<file path="config.mk">
export PLATFORM = sky130hd
export DESIGN_NAME = vlc_ac_scan_sequencer
export DESIGN_NICKNAME = d
export VERILOG_FILES = /design/src/rtl/vlc_pkg.sv /design/src/rtl/vlc_scan_addr_gen.sv /design/src/rtl/vlc_ac_scan_sequencer.sv
export SDC_FILE = /design/constraint.sdc
export NUM_CORES = 1
export LEC_CHECK = 0
export CAP_MARGIN = 20
export CORE_MARGIN = 2
export CORE_UTILIZATION = 45
export DETAILED_ROUTE_END_ITERATION = 6
export HOLD_SLACK_MARGIN = 0.12
export PLACE_DENSITY = 0.76
export SKIP_CTS_REPAIR_TIMING = 1
export SKIP_LAST_GASP = 1
export SYNTH_ARGS = -nofsm -noshare
export SYNTH_HDL_FRONTEND = slang
export SYNTH_SLANG_ARGS = --single-unit
</file>
<file path="constraint.sdc">
create_clock -name clk -period 4.6 [get_ports clk]
set_clock_uncertainty 0.2 [all_clocks]
set_input_delay 0.92 -clock clk [delete_from_list [all_inputs] [get_ports clk]]
set_output_delay 0.92 -clock clk [all_outputs]
set_load 0.03 [all_outputs]
</file>
<file path="src/rtl/vlc_pkg.sv">
// Shared types and scan-order tables for the AC entropy path.
// Holds the FSM encoding and the ProRes progressive/interlaced scan tables.
package vlc_pkg;

   typedef enum logic [1:0] {
      ST_IDLE,
      ST_INIT,
      ST_SCAN,
      ST_DRAIN
   } state_e;

   localparam logic [5:0] SCAN_PROG [64] = '{
      6'd0,  6'd1,  6'd8,  6'd9,  6'd2,  6'd3,  6'd10, 6'd11,
      6'd16, 6'd17, 6'd24, 6'd25, 6'd18, 6'd19, 6'd26, 6'd27,
      6'd4,  6'd5,  6'd12, 6'd20, 6'd13, 6'd6,  6'd7,  6'd14,
      6'd21, 6'd28, 6'd29, 6'd22, 6'd15, 6'd23, 6'd30, 6'd31,
      6'd32, 6'd33, 6'd40, 6'd48, 6'd41, 6'd34, 6'd35, 6'd42,
      6'd49, 6'd56, 6'd57, 6'd50, 6'd43, 6'd36, 6'd37, 6'd44,
      6'd51, 6'd58, 6'd59, 6'd52, 6'd45, 6'd38, 6'd39, 6'd46,
      6'd53, 6'd60, 6'd61, 6'd54, 6'd47, 6'd55, 6'd62, 6'd63
   };

   localparam logic [5:0] SCAN_INTL [64] = '{
      6'd0,  6'd8,  6'd1,  6'd9,  6'd16, 6'd24, 6'd17, 6'd25,
      6'd2,  6'd10, 6'd3,  6'd11, 6'd18, 6'd26, 6'd19, 6'd27,
      6'd32, 6'd40, 6'd33, 6'd34, 6'd41, 6'd48, 6'd56, 6'd49,
      6'd42, 6'd35, 6'd43, 6'd50, 6'd57, 6'd58, 6'd51, 6'd59,
      6'd4,  6'd12, 6'd5,  6'd6,  6'd13, 6'd20, 6'd28, 6'd21,
      6'd14, 6'd7,  6'd15, 6'd22, 6'd29, 6'd36, 6'd44, 6'd37,
      6'd30, 6'd23, 6'd31, 6'd38, 6'd45, 6'd52, 6'd60, 6'd53,
      6'd46, 6'd39, 6'd47, 6'd54, 6'd61, 6'd62, 6'd55, 6'd63
   };

endpackage

</file>
<file path="src/rtl/vlc_scan_addr_gen.sv">
// Scan-index / block counters and coefficient RAM address for the AC walk.
// Ports: clear (idx=1,blk=0), advance (step one read), nb, interlaced -> addr, last.
module vlc_scan_addr_gen
   import vlc_pkg::*;
#(
   parameter int BLK_W  = 6,
   parameter int ADDR_W = 11
) (
   input  logic              clk,
   input  logic              reset_n,
   input  logic              clear,
   input  logic              advance,
   input  logic [BLK_W-1:0]  nb,
   input  logic              interlaced,
   output logic [ADDR_W-1:0] addr,
   output logic              last
);

   logic [5:0]       idx_q;
   logic [BLK_W-1:0] blk_q;
   logic             blk_wrap;
   logic [5:0]       scan;

   assign blk_wrap = (blk_q == nb - BLK_W'(1));
   assign last     = (idx_q == 6'd63) && blk_wrap;

   always_ff @(posedge clk or negedge reset_n) begin
      if (!reset_n) begin
         idx_q <= 6'd1;
         blk_q <= '0;
      end else if (clear) begin
         idx_q <= 6'd1;
         blk_q <= '0;
      end else if (advance) begin
         if (blk_wrap) begin
            blk_q <= '0;
            idx_q <= idx_q + 6'd1;
         end else begin
            blk_q <= blk_q + BLK_W'(1);
         end
      end
   end

   assign scan = interlaced ? SCAN_INTL[idx_q]
                            : SCAN_PROG[idx_q];

   // Block number sits directly above the 6-bit in-block offset.
   assign addr = {blk_q[ADDR_W-7:0], scan};

endmodule

</file>
<file path="src/rtl/vlc_ac_scan_sequencer.sv">
// Per-slice AC scan controller: walks coefficient RAM in ProRes AC order
// and feeds the run/level coders. Ports: start/abort/pause control, RAM read, coder feed.
module vlc_ac_scan_sequencer
   import vlc_pkg::*;
#(
   parameter int MAX_BLOCKS   = 32,
   parameter int BLK_W        = 6,
   parameter int ADDR_W       = 11,
   parameter int DRAIN_CYCLES = 6
) (
   input  logic              clk,
   input  logic              reset_n,
   input  logic              start,
   input  logic [BLK_W-1:0]  num_blocks,
   input  logic              interlaced,
   input  logic              abort,
   input  logic              pause,
   output logic              busy,
   output logic              done,
   output logic              cfg_err,
   output logic              coef_rd_en,
   output logic [ADDR_W-1:0] coef_rd_addr,
   input  logic [31:0]       coef_rd_data,
   output logic              coder_init,
   output logic              coder_en,
   output logic [31:0]       coder_coeff,
   output logic              coder_last
);

   localparam int DCW = $clog2(DRAIN_CYCLES + 2);

   state_e           state_q;
   state_e           state_d;
   logic [BLK_W-1:0] nb_q;
   logic             intl_q;
   logic             err_q;
   logic [DCW-1:0]   drain_cnt;
   logic             drain_done;
   logic             nb_ok;
   logic             accept;
   logic             rd_en;
   logic             ag_clear;
   logic             ag_last;
   logic [ADDR_W-1:0] ag_addr;
   logic             rd_en_d1;
   logic             last_d1;

   assign nb_ok  = (num_blocks != '0) &&
                   (num_blocks <= BLK_W'(MAX_BLOCKS));
   assign accept = (state_q == ST_IDLE) && start && !abort;

   always_ff @(posedge clk or negedge reset_n) begin
      if (!reset_n) state_q <= ST_IDLE;
      else          state_q <= state_d;
   end

   always_comb begin
      state_d = state_q;
      unique case (state_q)
         ST_IDLE:  if (start && nb_ok) state_d = ST_INIT;
         ST_INIT:  state_d = ST_SCAN;
         ST_SCAN:  if (rd_en && ag_last) state_d = ST_DRAIN;
         ST_DRAIN: if (drain_done) state_d = ST_IDLE;
         default:  state_d = ST_IDLE;
      endcase
      if (abort) state_d = ST_IDLE;
   end

   always_comb begin
      busy       = 1'b0;
      coder_init = 1'b0;
      rd_en      = 1'b0;
      drain_done = 1'b0;
      unique case (state_q)
         ST_IDLE: ;
         ST_INIT: begin
            busy       = 1'b1;
            coder_init = 1'b1;
         end
         ST_SCAN: begin
            busy  = 1'b1;
            rd_en = !pause && !abort;
         end
         ST_DRAIN: begin
            busy       = 1'b1;
            drain_done = (drain_cnt == DCW'(DRAIN_CYCLES + 1));
         end
         default: ;
      endcase
   end

   assign coef_rd_en   = rd_en;
   assign coef_rd_addr = rd_en ? ag_addr : '0;
   assign done         = (drain_done | err_q) & ~abort;
   assign cfg_err      = err_q & ~abort;

   // Counters idle at idx=1/blk=0 whenever not scanning.
   assign ag_clear = (state_q != ST_SCAN) || abort;

   vlc_scan_addr_gen #(
      .BLK_W  (BLK_W),
      .ADDR_W (ADDR_W)
   ) u_addr_gen (
      .clk        (clk),
      .reset_n    (reset_n),
      .clear      (ag_clear),
      .advance    (rd_en),
      .nb         (nb_q),
      .interlaced (intl_q),
      .addr       (ag_addr),
      .last       (ag_last)
   );

   always_ff @(posedge clk or negedge reset_n) begin
      if (!reset_n) begin
         nb_q   <= '0;
         intl_q <= 1'b0;
         err_q  <= 1'b0;
      end else begin
         err_q <= accept && !nb_ok;
         if (accept && nb_ok) begin
            nb_q   <= num_blocks;
            intl_q <= interlaced;
         end
      end
   end

   // DRAIN entry is one cycle before coder_last, so done lands
   // DRAIN_CYCLES after coder_last at count DRAIN_CYCLES+1.
   always_ff @(posedge clk or negedge reset_n) begin
      if (!reset_n)                drain_cnt <= '0;
      else if (state_q != ST_DRAIN) drain_cnt <= '0;
      else                         drain_cnt <= drain_cnt + DCW'(1);
   end

   always_ff @(posedge clk or negedge reset_n) begin
      if (!reset_n) begin
         rd_en_d1    <= 1'b0;
         last_d1     <= 1'b0;
         coder_en    <= 1'b0;
         coder_last  <= 1'b0;
         coder_coeff <= '0;
      end else if (abort) begin
         rd_en_d1    <= 1'b0;
         last_d1     <= 1'b0;
         coder_en    <= 1'b0;
         coder_last  <= 1'b0;
         coder_coeff <= '0;
      end else begin
         rd_en_d1   <= rd_en;
         last_d1    <= rd_en && ag_last;
         coder_en   <= rd_en_d1;
         coder_last <= last_d1;
         if (rd_en_d1) coder_coeff <= coef_rd_data;
      end
   end

endmodule

</file>
==> metrics.md <==
| Metric | Value |
|---|---|
| DR vias | 2869 |
| WL final | 8.13 mm |
| Vias per cell | 5.33 |
| Initial Util | 46.8% |
| Buf/Inv on CP | 2 |
| Die X | 91.1 um |
| Seq/Total Area, Yosys | 44.7% |
| Area after DPL | 4380 um^2 |
| All-layer global routing usage | 20.1% |
| Clock sinks | 61 |
| Commonest non-fill, non-tap cell in the layout | clkdlybuf4s50_1 |
| Setup TNS | 0 ns |
| Fin. Hold Viols | 0 |
| Xor/xnor share of the synthesized area | 3.74% |
| Final min period | 3.82 ns |
| Critical path class | reg -> out |
| Synthesized area | 3420 um^2 |
| Layout cell share with drive strength beyond 1 | 10.5% |
| Ys flop type | dfrtp_1 |
| CP top delay family | flip-flops |
| Post-Synth Simple-Gate Area | 17.9% |
| Overall Power | 1.67 mW |
| Crit-path max FO | 11 |
| Core area | 7290 um^2 |
| # rows | 31 |
| Htree depth | 3 |
| Post-Synth Adder-Cell Area | 6.23% |
| Crit-path max cell delay | 0.67 ns |
| Max-slew violation count | 0 |
| Die Area | 8300 um^2 |
| Overflow after GRT | 0 |
| Routed Antenna Nets | 0 |
| Async SR Flop Fraction | 100% |
| Max-slew headroom | 38.5% |
| Synth Register Bits | 61 |
| Clock Tree Root | clkbuf_8 |
| CTS tree | done |
| Pre-antenna DRT Iters | 4 |
| IO Count | 94 |
| Latest clock arrival within the worst-skew pair | 0.33 ns |
| Syn nets | 410 |
| Syn avg cell area | 9.79 um^2 |
| Clock slew at reported path FFs | 0.07 ns |
| R2R Setup Slk | 1.84 ns |
| Antenna violations before repair | 0 |
| Num CTS Buffers | 9 |
| Final setup viols | 0 |
| Yosys cell types | 45 |
| Finished Cell Area | 4600 um^2 |
| Largest net degree at the start of global routing | 41 |
| Antenna fix cells | 0 |
| RSZ-0062 raised after global routing | no |
| Outcome | finished clean |
| Max clock buf depth | 2 |
| Area growth from synthesis to layout | 34.7% |
| Most frequent cells in the layout | 80 x clkdlybuf4s50_1, 59 x dfrtp_1, 53 x nor2_1 |
| Worst path most repeated cell | mux2i_1 |
| Worst Setup End Kind | output port |
| Post-synth EDFFs | 0 |
| Lkg Pwr | 1.89 nW |
| Largest family of logic cells by synthesized area | simple AND/OR/NAND/NOR gates |
| Synth Area in Compound Gates | 9.30% |
| Vias in the first global route | 2670 |
| Routability Congestion | 0.843 |
| Critical Path RT | 3.48 ns |
| Setup crit start kind | register |
| Worst-Margin Slew | 0.923 ns |
| Drt wl/cell | 15.1 um |
| CP cell instances | inv_1, ha_1, mux2_2, mux2i_1, mux2i_1, o21ai_0, o22ai_1, nor2_1, buf_4 |
| PwrDens | 363 nW/um^2 |
| Post-DP HPWL | 6.01 mm |
| Share of the cycle needed by the critical path after routing | 83.0% |
| Mapped Cells | 349 |
| Die height | 91.1 um |
| DRC viols | 0 |
| IO Port Bufs | 93 |
| First-pass GRT wire length | 13.5 mm |
| Synth warn | 0 |
| Critical-path top delay cell | dfstp_2 |
| Post-synthesis mux area share | 14.0% |
| # nets final | 495 |
| CP arrival | 2.70 ns |
| Worst Hold Class | reg -> reg |
| Max Freq | 262 MHz |
| Max-cap viol count | 0 |
| Worst vdd ir | 0.266 mV |
| Initial DRC Count | 146 |
| Fin util | 63.1% |
==> synthesized netlist by cell type (all sizes together) (2+ instances only) <==
| cell type | instances | area share [%] |
|---|---|---|
| dfrtp | 60 | 44 |
| nor2 | 53 | 5.8 |
| mux2i | 40 | 12 |
| clkbuf | 19 | 2.1 |
| ha | 17 | 6.2 |
| a21oi | 16 | 2.3 |
| nand2 | 16 | 1.8 |
| inv | 13 | 1.4 |
| nor3 | 12 | 1.8 |
| xnor2 | 10 | 2.6 |
| nor2b | 8 | 1.5 |
| o21ai | 8 | 1.2 |
| and2 | 7 | 1.3 |
| mux2 | 7 | 2.3 |
| nand3 | 7 | 1.0 |
| o211ai | 5 | 1.1 |
| or4 | 5 | 1.2 |
| a31oi | 4 | 0.73 |
| buf | 4 | 0.44 |
| nand2b | 4 | 0.73 |
| a32oi | 3 | 0.77 |
| nor4 | 3 | 0.55 |
| a211oi | 2 | 0.44 |
| and3 | 2 | 0.37 |
| nand4 | 2 | 0.37 |
| o221ai | 2 | 0.51 |
| o22ai | 2 | 0.37 |
| or3 | 2 | 0.51 |
| xor2 | 2 | 0.51 |
==> metrics by stage <==
step                      setup WS [ns]  cells  hold slack, ns
after floorplan                    1.07    349           0.209
after global placement            0.953    522           0.230
after detailed placement          0.861    522           0.237
after CTS                         0.781    538           0.246
after global routing              0.545    538           0.261
final                             0.783    538           0.237
==> registers in the layout (all words and copies together), names as in the netlist <==
signal,cells
last_d1,1
err_q,1
drain_cnt,3
intl_q,1
u_addr_gen.idx_q,6
coder_last,1
coder_coeff,32
u_addr_gen.blk_q,6
coder_en,1
rd_en_d1,1
state_q,2
nb_q,6
==> final timing paths <==
check | startpoint | endpoint | depth (start not counted)
worst max-delay path | u_addr_gen.idx_q[0]$_DFFE_PN1P_ | coef_rd_addr[3] | 9
worst min-delay path | drain_cnt[0]$_DFF_PN0_ | drain_cnt[0]$_DFF_PN0_ | 1
worst max register to register | nb_q[0]$_DFFE_PN0P_ | u_addr_gen.idx_q[1]$_DFFE_PN0P_ | 8
worst min register to register | drain_cnt[0]$_DFF_PN0_ | drain_cnt[0]$_DFF_PN0_ | 1
max in group asynchronous | reset_n | u_addr_gen.idx_q[0]$_DFFE_PN1P_ | 2
min in group asynchronous | reset_n | coder_coeff[24]$_DFFE_PN0P_ | 1
==> final cells by class <==
| class | count | area (um^2) |
|---|---|---|
| multi-input combinational | 251 | 1750 |
| inverter | 14 | 52.6 |
| timing repair buffer | 97 | 926 |
| clock buffer | 9 | 124 |
| sequential | 61 | 1530 |
| tap | 99 | 124 |
| clock inverter | 7 | 97.6 |
| fill | 641 | 2690 |
==> power breakdown <==
| part | leakage (nW) | switching (mW) | internal [mW] |
|---|---|---|---|
| logic | 0.953 | 0.245 | 0.232 |
| registers | 0.831 | 0.0767 | 0.592 |
| clock network | 0.106 | 0.220 | 0.306 |
| total | 1.89 | 0.542 | 1.13 |
==> cell families (layout without fill, tap and decap cells) <==
group,count (synthesis),count (layout)
AOI/OAI and AO/OA,49,49
buffers and inverters,37,127
and+or+nand+nor,125,125
DFF,61,61
muxes,47,47
adders and majority gates,17,17
xor gates and xnor gates,13,13
==> worst reg2reg max path, delay by kind of cell (launching register included) <==
family,cells,cell delay [ns]
buffers and inverters,1,0.08
adder cells (fa/ha/maj),1,0.24
multiplexers,1,0.27
XOR/XNOR,1,0.23
AND/OR/NAND/NOR,3,1.13
flip-flops,1,0.42
AO/OA/AOI/OAI,1,0.07
==> per-layer routing <==
layer  vias to the layer above  share of wire (%)  global-route usage [%]
met3                         8                6.8                    5.39
met4                         0                1.8                    6.57
li1                       1381                  -                       -
met5                         -                  0                       0
met2                       109                 46                    30.7
met1                      1371                 45                    27.9
(Power assumes the default switching activity.)
